## src/rtl/button_conditioner_pkg.sv

```systemverilog
`default_nettype none
// ============================================================================
// Module      : button_conditioner_pkg
// Description : Shared state encoding and default timing constants for the
//               push-button conditioner.
// Revision    : 1.0 - initial release
// ============================================================================
package button_conditioner_pkg;

    typedef enum logic [1:0] {
        ST_RELEASED     = 2'd0,
        ST_PRESS_WAIT   = 2'd1,
        ST_PRESSED      = 2'd2,
        ST_RELEASE_WAIT = 2'd3
    } btn_state_t;

    // 5 ms debounce and 1 s long-press at a 50 MHz board clock
    localparam int c_default_debounce_cycles   = 250000;
    localparam int c_default_long_press_cycles = 50000000;
    localparam int c_default_cnt_w             = 26;

endpackage : button_conditioner_pkg
`default_nettype wire

```

## src/rtl/button_conditioner_if.sv

```systemverilog
`default_nettype none
// ============================================================================
// Module      : button_conditioner_if
// Description : Raw button inputs and conditioned outputs for both channels.
// Revision    : 1.0 - initial release
// ============================================================================
interface button_conditioner_if;

    logic jump_n;
    logic crouch_n;
    logic jump_db_n;
    logic crouch_db_n;
    logic jump_press;
    logic jump_release;
    logic crouch_press;
    logic crouch_release;
    logic jump_long;
    logic crouch_long;

    // master drives the raw buttons, slave is the conditioner
    modport master (
        output jump_n, crouch_n,
        input  jump_db_n, crouch_db_n, jump_press, jump_release,
               crouch_press, crouch_release, jump_long, crouch_long
    );

    modport slave (
        input  jump_n, crouch_n,
        output jump_db_n, crouch_db_n, jump_press, jump_release,
               crouch_press, crouch_release, jump_long, crouch_long
    );

endinterface : button_conditioner_if
`default_nettype wire

```

## src/rtl/button_conditioner_debounce_channel.sv

```systemverilog
`default_nettype none
// ============================================================================
// Module      : debounce_channel
// Description : One button: 2-flop synchroniser, debounce FSM, hold counter,
//               registered level / press / release / long outputs.
// Revision    : 1.0 - initial release
// ============================================================================
module debounce_channel
    import button_conditioner_pkg::*;
#(
    parameter int DEBOUNCE_CYCLES   = c_default_debounce_cycles,
    parameter int LONG_PRESS_CYCLES = c_default_long_press_cycles,
    parameter int CNT_W             = c_default_cnt_w
) (
    input  wire logic clk,
    input  wire logic rst,
    input  wire logic i_raw_n,
    output logic      o_db_n,
    output logic      o_press,
    output logic      o_release,
    output logic      o_long
);

    localparam logic [CNT_W-1:0] c_deb  = CNT_W'(DEBOUNCE_CYCLES);
    localparam logic [CNT_W-1:0] c_long = CNT_W'(LONG_PRESS_CYCLES);
    localparam logic [CNT_W-1:0] c_one  = CNT_W'(1);

    logic             r_sync1, r_sync2;
    btn_state_t       r_state, w_state;
    logic [CNT_W-1:0] r_cnt,   w_cnt;
    logic [CNT_W-1:0] r_hold,  w_hold;
    logic             r_db_n,  w_db_n;
    logic             r_press, w_press;
    logic             r_release, w_release;
    logic             r_long,  w_long;
    logic [CNT_W-1:0] w_hold_inc;

    always_ff @(posedge clk or negedge rst) begin
        if (!rst) begin
            r_sync1   <= 1'b1;
            r_sync2   <= 1'b1;
            r_state   <= ST_RELEASED;
            r_cnt     <= '0;
            r_hold    <= '0;
            r_db_n    <= 1'b1;
            r_press   <= 1'b0;
            r_release <= 1'b0;
            r_long    <= 1'b0;
        end else begin
            r_sync1   <= i_raw_n;
            r_sync2   <= r_sync1;
            r_state   <= w_state;
            r_cnt     <= w_cnt;
            r_hold    <= w_hold;
            r_db_n    <= w_db_n;
            r_press   <= w_press;
            r_release <= w_release;
            r_long    <= w_long;
        end
    end

    // Hold saturates at the long-press threshold so it never wraps
    assign w_hold_inc = (r_hold == c_long) ? r_hold : r_hold + c_one;

    always_comb begin
        w_state   = r_state;
        w_cnt     = r_cnt;
        w_hold    = r_hold;
        w_db_n    = r_db_n;
        w_press   = 1'b0;
        w_release = 1'b0;
        w_long    = r_long;
        case (r_state)
            ST_RELEASED: begin
                w_db_n = 1'b1;
                w_hold = '0;
                w_long = 1'b0;
                if (!r_sync2) begin
                    w_state = ST_PRESS_WAIT;
                    w_cnt   = c_one;
                end
            end
            ST_PRESS_WAIT: begin
                if (r_sync2) begin
                    w_state = ST_RELEASED;
                    w_cnt   = '0;
                end else if (r_cnt == c_deb) begin
                    w_state = ST_PRESSED;
                    w_cnt   = '0;
                    w_db_n  = 1'b0;
                    w_press = 1'b1;
                    w_hold  = '0;
                end else begin
                    w_cnt = r_cnt + c_one;
                end
            end
            ST_PRESSED: begin
                w_db_n = 1'b0;
                w_hold = w_hold_inc;
                w_long = (w_hold_inc == c_long);
                if (r_sync2) begin
                    w_state = ST_RELEASE_WAIT;
                    w_cnt   = c_one;
                end
            end
            ST_RELEASE_WAIT: begin
                // A glitch back to pressed must not disturb hold/long timing
                w_hold = w_hold_inc;
                w_long = (w_hold_inc == c_long);
                if (!r_sync2) begin
                    w_state = ST_PRESSED;
                    w_cnt   = '0;
                end else if (r_cnt == c_deb) begin
                    w_state   = ST_RELEASED;
                    w_cnt     = '0;
                    w_db_n    = 1'b1;
                    w_release = 1'b1;
                    w_long    = 1'b0;
                    w_hold    = '0;
                end else begin
                    w_cnt = r_cnt + c_one;
                end
            end
        endcase
    end

    assign o_db_n    = r_db_n;
    assign o_press   = r_press;
    assign o_release = r_release;
    assign o_long    = r_long;

endmodule : debounce_channel
`default_nettype wire

```

## src/rtl/button_conditioner.sv

```systemverilog
`default_nettype none
// ============================================================================
// Module      : button_conditioner
// Description : Synchronises and debounces the active-low jump and crouch
//               buttons; two independent debounce_channel instances.
// Revision    : 1.0 - initial release
// ============================================================================
module button_conditioner
    import button_conditioner_pkg::*;
#(
    parameter int DEBOUNCE_CYCLES   = c_default_debounce_cycles,
    parameter int LONG_PRESS_CYCLES = c_default_long_press_cycles,
    parameter int CNT_W             = c_default_cnt_w
) (
    input  wire logic           clk,
    input  wire logic           rst,
    button_conditioner_if.slave btn
);

    debounce_channel #(
        .DEBOUNCE_CYCLES   (DEBOUNCE_CYCLES),
        .LONG_PRESS_CYCLES (LONG_PRESS_CYCLES),
        .CNT_W             (CNT_W)
    ) u_jump (
        .clk       (clk),
        .rst       (rst),
        .i_raw_n   (btn.jump_n),
        .o_db_n    (btn.jump_db_n),
        .o_press   (btn.jump_press),
        .o_release (btn.jump_release),
        .o_long    (btn.jump_long)
    );

    debounce_channel #(
        .DEBOUNCE_CYCLES   (DEBOUNCE_CYCLES),
        .LONG_PRESS_CYCLES (LONG_PRESS_CYCLES),
        .CNT_W             (CNT_W)
    ) u_crouch (
        .clk       (clk),
        .rst       (rst),
        .i_raw_n   (btn.crouch_n),
        .o_db_n    (btn.crouch_db_n),
        .o_press   (btn.crouch_press),
        .o_release (btn.crouch_release),
        .o_long    (btn.crouch_long)
    );

endmodule : button_conditioner
`default_nettype wire
```

## src/flat_wrapper.sv

```systemverilog
// flat-port wrapper written by rule: the top's interface ports become plain ports
module button_conditioner_flat import button_conditioner_pkg::*;
#(
    parameter int DEBOUNCE_CYCLES   = c_default_debounce_cycles,
    parameter int LONG_PRESS_CYCLES = c_default_long_press_cycles,
    parameter int CNT_W             = c_default_cnt_w
)
  (clk, rst, btn_jump_n, btn_crouch_n, btn_jump_db_n, btn_crouch_db_n, btn_jump_press, btn_jump_release, btn_crouch_press, btn_crouch_release, btn_jump_long, btn_crouch_long);
  button_conditioner_if btn_i ();
  input  wire logic clk;
  input  wire logic rst;
  input wire logic [$bits(btn_i.jump_n)-1:0] btn_jump_n;
  input wire logic [$bits(btn_i.crouch_n)-1:0] btn_crouch_n;
  output wire logic [$bits(btn_i.jump_db_n)-1:0] btn_jump_db_n;
  output wire logic [$bits(btn_i.crouch_db_n)-1:0] btn_crouch_db_n;
  output wire logic [$bits(btn_i.jump_press)-1:0] btn_jump_press;
  output wire logic [$bits(btn_i.jump_release)-1:0] btn_jump_release;
  output wire logic [$bits(btn_i.crouch_press)-1:0] btn_crouch_press;
  output wire logic [$bits(btn_i.crouch_release)-1:0] btn_crouch_release;
  output wire logic [$bits(btn_i.jump_long)-1:0] btn_jump_long;
  output wire logic [$bits(btn_i.crouch_long)-1:0] btn_crouch_long;
  assign btn_i.jump_n = btn_jump_n;
  assign btn_i.crouch_n = btn_crouch_n;
  assign btn_jump_db_n = btn_i.jump_db_n;
  assign btn_crouch_db_n = btn_i.crouch_db_n;
  assign btn_jump_press = btn_i.jump_press;
  assign btn_jump_release = btn_i.jump_release;
  assign btn_crouch_press = btn_i.crouch_press;
  assign btn_crouch_release = btn_i.crouch_release;
  assign btn_jump_long = btn_i.jump_long;
  assign btn_crouch_long = btn_i.crouch_long;
  button_conditioner #(.DEBOUNCE_CYCLES(DEBOUNCE_CYCLES), .LONG_PRESS_CYCLES(LONG_PRESS_CYCLES), .CNT_W(CNT_W)) u_core (.clk(clk), .rst(rst), .btn(btn_i));
endmodule
```

## config.mk

```make
export PLATFORM = sky130hd
export DESIGN_NAME = button_conditioner_flat
export DESIGN_NICKNAME = d
export VERILOG_FILES = /design/src/rtl/button_conditioner_pkg.sv /design/src/rtl/button_conditioner_if.sv /design/src/rtl/button_conditioner_debounce_channel.sv /design/src/rtl/button_conditioner.sv /design/src/flat_wrapper.sv
export SDC_FILE = /design/constraint.sdc
export NUM_CORES = 1
export LEC_CHECK = 0
export BUFFER_PORTS_ARGS = -buffer_cell sky130_fd_sc_hd__buf_2
export CELL_PAD_IN_SITES_DETAIL_PLACEMENT = 0
export CELL_PAD_IN_SITES_GLOBAL_PLACEMENT = 1
export CORE_ASPECT_RATIO = 1.25
export CORE_MARGIN = 4
export CORE_UTILIZATION = 40
export CTS_BUF_LIST = sky130_fd_sc_hd__clkbuf_8
export DETAILED_ROUTE_END_ITERATION = 7
export PLACE_DENSITY_LB_ADDON = 0.1
export SYNTH_ARGS = -nofsm -noshare
export SYNTH_HDL_FRONTEND = slang
export SYNTH_SLANG_ARGS = --single-unit
```

## constraint.sdc

```tcl
create_clock -name clk -period 5.97 [get_ports clk]
set_clock_uncertainty 0.15 [all_clocks]
set_input_delay 0.8955 -clock clk [delete_from_list [all_inputs] [get_ports clk]]
set_output_delay 0.8955 -clock clk [all_outputs]
set_load 0.1 [all_outputs]
```

* Word-level counts from Yosys, hierarchy flattened *
Index checks and enable logic that the tools add are counted.

storage, ports and cells
  bits in registers = 120
  output and inout port bits = 8

cells by class
  add/subtract/negate cells = 4
  equal/unequal tests = 28
  mux-type cells = 64
  reductions and logical operators = 12

operators with widths
  cell                                             count
  2-to-1 mux 26 bit                                20
  one-hot mux 26 bit (4 select lines)              4
  adder 26 x 1 -> 26 bit, second input constant    4
  == test 26 bit, second input constant            4
  == test 26 x 18 -> 1 bit, second input constant  2
  2-to-1 mux 2 bit                                 12
  inequality test 2 bit, second input constant     12
  2-to-1 mux 1 bit                                 22
  one-hot mux 2 bit (4 select lines)               2
  AND reduction 4 bit                              4
  inequality test 3 bit, second input constant     4
  == test 2 bit, second input constant             4
  one-hot mux 1 bit (4 select lines)               2
  AND reduction 2 bit                              4
  one-hot mux 1 bit (3 select lines)               2
  nonzero test 3 bit                               2
  == test 2 x 1 -> 1 bit, second input constant    2
  zero test 2 bit                                  2

* Longest topological paths before layout *
  word-level depth = 6
  mapped depth = 10

* Hierarchy *
From an unflattened synthesis, not the netlist that was laid out.

second synthesis, totals
  cell total of the unflattened synthesis = 894
  area total of the unflattened synthesis = 7569.8 µm²

by module, submodules not included
  module                              instances  cells each  area an instance (µm²)  seq. area each (µm²)
  debounce_channel (u_core.u_jump)    1          446         3803.6                  1505.2
  debounce_channel (u_core.u_crouch)  1          448         3766.1                  1505.2

* Worst setup path before layout *
Ideal clock, no wire load.

  kind = register -> register
  from = register u_core.u_crouch.r_hold[0]
  to = register u_core.u_crouch.r_long, in the netlist u_core.u_crouch.o_long
  setup time = 0.076 ns
  arrival = 2.385 ns
  required time = 5.744 ns
  path slack = 3.358 ns
  stages on the path, launching flop included = 9
  path buffers = 1
  period minus slack after synthesis = 2.612 ns
  cell sequence = dfrtp_1 -> ha_1 -> clkbuf_1 -> nand4_1 -> or4_1 -> nor2_1 -> a32o_1 -> o211ai_1 -> o21ai_1

on the way
  longest elaborated chain between the ends = 6
  elaborated cells on any way between the ends = 7
  classes of those cells = add/sub (1); eq/ne (2); mux (4)

RTL lines
  item                                                             line                                                                                    source
  from (decl)                                                      button_conditioner_debounce_channel.sv:31                                               logic [CNT_W-1:0] r_hold, w_hold;
  from (signal assigned)                                           button_conditioner_debounce_channel.sv:54                                               r_hold <= w_hold;
  adder 26 x 1 -> 26 bit / == test 26 bit (equally long branches)  button_conditioner_debounce_channel.sv:63                                               assign w_hold_inc = (r_hold == c_long) ? r_hold : r_hold + c_one;
  2-to-1 mux 26 bit *                                              button_conditioner_debounce_channel.sv:63
  == test 26 bit *                                                 button_conditioner_debounce_channel.sv:100, button_conditioner_debounce_channel.sv:109
  2-to-1 mux 1 bit                                                 button_conditioner_debounce_channel.sv:113                                              end else if (r_cnt == c_deb) begin
  2-to-1 mux 1 bit                                                 button_conditioner_debounce_channel.sv:110                                              if (!r_sync2) begin
  one-hot mux 1 bit (3 select lines) *                             button_conditioner_debounce_channel.sv:73                                               case (r_state)
  to (signal assigned)                                             button_conditioner_debounce_channel.sv:58                                               r_long <= w_long;
  to (decl)                                                        button_conditioner_debounce_channel.sv:35                                               logic r_long, w_long;

Every way passes the cells marked *; elsewhere a longest branch is shown, timed or not.
A chain may end at the register's enable or synchronous reset.

* Worst setup path after layout *
  from = register u_core.u_crouch.r_cnt[0]
  to = register u_core.u_crouch.r_hold[12]

on the way
  longest elaborated chain between the ends = 4
  elaborated cells on any way between the ends = 6
  classes of those cells = eq/ne (2); mux (3); reduce/logical (1)

RTL lines
  item                                 line                                                                                   source
  from (decl)                          button_conditioner_debounce_channel.sv:30                                              logic [CNT_W-1:0] r_cnt, w_cnt;
  from (signal assigned)               button_conditioner_debounce_channel.sv:53                                              r_cnt <= w_cnt;
  == test 26 x 18 -> 1 bit *           button_conditioner_debounce_channel.sv:87, button_conditioner_debounce_channel.sv:113
  2-to-1 mux 26 bit                    button_conditioner_debounce_channel.sv:113
  2-to-1 mux 26 bit                    button_conditioner_debounce_channel.sv:110
  one-hot mux 26 bit (4 select lines)  button_conditioner_debounce_channel.sv:73

Marked as above.

==> flow_metrics.env <==
export IMPL_wire_per_inst_um=17.35
export IMPL_clock_path_buffers=2
export IMPL_core_area_um2=18170
export IMPL_design_portCount=12
export IMPL_htreeDepth=4
export IMPL_clkTransAtPathRegs_ns=0.09
export IMPL_cts_root_buf="clkbuf_8"
export IMPL_fmax_mhz=292.0
export IMPL_insertion_delay_ns=0.45
export IMPL_dp_hpwl_um=12810
export IMPL_r2r_start="u_core.u_crouch.r_cnt[0]"
export IMPL_drc=0
export IMPL_fin_setup_tns_ns=0
export IMPL_area_delta_synth_final_pct=7.250
export IMPL_synth_avg_cell_area_um2=8.501
export IMPL_rsz0062_at_grt="no"
export IMPL_synth_area_um2=7438
export IMPL_drt_iter0_drc=429
export IMPL_cap_violations=0
export IMPL_utilization_pct=43.91
export IMPL_r2r_slack_ns=2.55
export IMPL_firstDrtPassIters=5
export IMPL_max_slew_margin_pct=25.47
export IMPL_min_period_ns=3.425
export IMPL_yosys_area_top_type="dfrtp_1"
export IMPL_grt_use_total_pct=18.80
export IMPL_vias=6595
export IMPL_whs_path_depth=0
export IMPL_num_antenna_cells=0
export IMPL_ant_nets=0
export IMPL_crit_arrival_ns=3.57
export IMPL_synth_cell_types=65
export IMPL_synth_area_top_cells="dfrtp_1, o21ai_0, nand2_1"
export IMPL_swShare_pct=43.46
export IMPL_reg2reg_depth=7
export IMPL_drt_total_wl_um=19070
export IMPL_clkPwrFrac_pct=27.2
export IMPL_die_y_um=160.5
export IMPL_synth_yosys_seq_area_share_pct=40.47
export IMPL_post_cts_setup_buffers=0
export IMPL_synthCells=875
export IMPL_synth_ff_type="dfrtp_1"
export IMPL_setup_ws_ns=2.545
export IMPL_ctsHoldBuffers=0
export IMPL_drv_slew=0
export IMPL_yosys_register_bits=120
export IMPL_synth_top_area_share_pct=38.35
export IMPL_fin_crit_sh_pct=57.37
export IMPL_port_buffers=11
export IMPL_power_density_nw_per_um2=336.3
export IMPL_setup_viol=0
export IMPL_combPwrFrac_pct=37.4
export IMPL_p_int_mw=1.517
export IMPL_nets=880
export IMPL_final_hold_viol_count=0
export IMPL_worst_slew_pin_slew_ns=1.118
export IMPL_die_x_um=130.0
export IMPL_place_ws_ns=2.553
export IMPL_gp_congestion=0.8417
export IMPL_dieArea_um2=20860
export IMPL_status="finished clean"
export IMPL_r2r_end="u_core.u_crouch.r_hold[12]"
export IMPL_synth_edf_count=0
export IMPL_grt_pass1_vias=6319
export IMPL_most_common_layout_cells="dfrtp_1, nand2_1, o21ai_0"
export IMPL_irDropWorstVdd_v=0.0001475
export IMPL_final_layout_size_suffix_gt1_share_pct=8.152
export IMPL_min_to="u_core.u_jump.r_sync2"
export IMPL_grt_start_max_net_pins=66
export IMPL_synth_warnings=0
export IMPL_ctsResizeCount=0
export IMPL_leakage_nw=3.072
export IMPL_synth_async_reset_ratio_pct=100.0
export IMPL_drt_vias_per_instance=6.001
export IMPL_synth_fp_nets=897
export IMPL_hold_path_class="flop to flop"
export IMPL_antenna_found_initial=0
export IMPL_cts_buffers=17
export IMPL_fin_cells=1099
export IMPL_dp_cells=1067
export IMPL_cp_max_fo=28
export IMPL_p_seq_share_pct=35.3
export IMPL_hold_start="u_core.u_jump.r_sync1"
export IMPL_crit_type="flop to flop"
export IMPL_switchingPower_mw=1.166
export IMPL_start_kind="flop"
export IMPL_row_count=55
export IMPL_num_fill_cells=1832
export IMPL_final_common_cell="dfrtp_1"
export IMPL_grt_overflow=0
export IMPL_cts_tree="yes"
export IMPL_startpoint="u_core.u_crouch.r_cnt[0]"
export IMPL_grt_first_pass_wirelength_um=32020
export IMPL_crit_required_ns=6.12
export IMPL_start_util_pct=40.94
export IMPL_end_kind="flop"
export IMPL_cts_sinks=120
export IMPL_holdWs_ns=0.2075
## worst max-delay path: stages (launching register included)
cell	delay (ns)
dfrtp_1	0.42
inv_1	0.08
ha_1	0.15
nand4bb_1	0.10
or4_1	0.53
o32ai_4	0.99
or2_1	0.65
o21ai_0	0.20
## power groups by stage
stage / Combinational [mW] / Clock, mW / Sequential (mW)
finish: 1.00 / 0.731 / 0.948
global route: 1.13 / 0.794 / 0.959
CTS: 1.02 / 0.756 / 0.947
detailed placement: 1.02 / 0 / 0.963
global placement: 0.993 / 0 / 0.959
floorplan: 0.710 / 0 / 0.980
## state kept, by name, indices dropped and copies added (netlist names), named ones only
register                   cells
u_core.u_crouch.r_sync1        1
u_core.u_jump.o_release        1
u_core.u_crouch.o_db_n         1
u_core.u_jump.r_hold          26
u_core.u_jump.r_sync2          1
u_core.u_crouch.r_hold        26
u_core.u_jump.r_state          1
u_core.u_jump.o_press          1
u_core.u_jump.r_cnt           26
u_core.u_crouch.r_state        1
u_core.u_crouch.o_long         1
u_core.u_crouch.o_press        1
u_core.u_crouch.r_sync2        1
u_core.u_jump.r_sync1          1
u_core.u_jump.o_long           1
u_core.u_crouch.o_release      1
u_core.u_crouch.r_cnt         26
u_core.u_jump.o_db_n           1
## per-layer routing
layer	track usage (%)	vias up	wire, um
li1	-	3195	-
met1	24.17	3257	8811
met2	31.37	113	9356
met3	3.593	30	512
met4	6.616	0	390
met5	0	-	0
## how the worst max path moves through the flow
| stage | end | slack (ns) | depth (start not counted) |
|---|---|---|---|
| 2_1_floorplan | u_core.u_crouch.o_long | 3.36 | 8 |
| 3_3_place_gp | u_core.u_crouch.r_hold[18] | 2.64 | 7 |
| 3_5_place_dp | u_core.u_crouch.r_hold[12] | 2.55 | 7 |
| 4_1_cts | u_core.u_crouch.r_hold[12] | 2.53 | 7 |
| 5_1_grt | u_core.u_crouch.r_hold[18] | 2.29 | 7 |
| 6_report | u_core.u_crouch.r_hold[12] | 2.55 | 7 |
## Yosys cell counts, types with 13 or more instances
cell and count:
nor3_1 22, o21ai_0 106, o31ai_1 27, nor2_1 68, nand2_1 111, nor4_1 13
a21oi_1 25, ha_1 18, and3_1 13, a31oi_1 17, clkbuf_1 34, xor2_1 24
dfrtp_1 114, xnor2_1 13, inv_1 19, nand3_1 38, nand4_1 42
## layout make-up
type | count | area [um^2] | area share [%]
Clock buffer | 18 | 247.7 | 3.105
Multi-Input combinational cell | 682 | 4114 | 51.57
Sequential cell | 120 | 3010 | 37.74
Clock inverter | 14 | 138.9 | 1.741
Inverter | 19 | 71.32 | 0.8940
Tap cell | 228 | 285.3 | 3.576
Timing Repair Buffer | 18 | 110.1 | 1.380
## cells by family after synthesis
family	after synthesis	share of synthesized area [%]
flops	120	40.47
xor+xnor	37	4.357
buf+inv	73	4.222
simple gates	389	27.40
fa+ha+maj	18	3.028
mux	8	1.093
compound gates	230	19.43
## per-stage QoR
step / total power [mW] / instance area (um^2)
finish: 2.683 / 7978
global placement: 1.951 / 7591
floorplan: 1.690 / 7438
CTS: 2.723 / 7978
detailed placement: 1.979 / 7591
global route: 2.884 / 7978
Power figures use the tool's default switching activity.
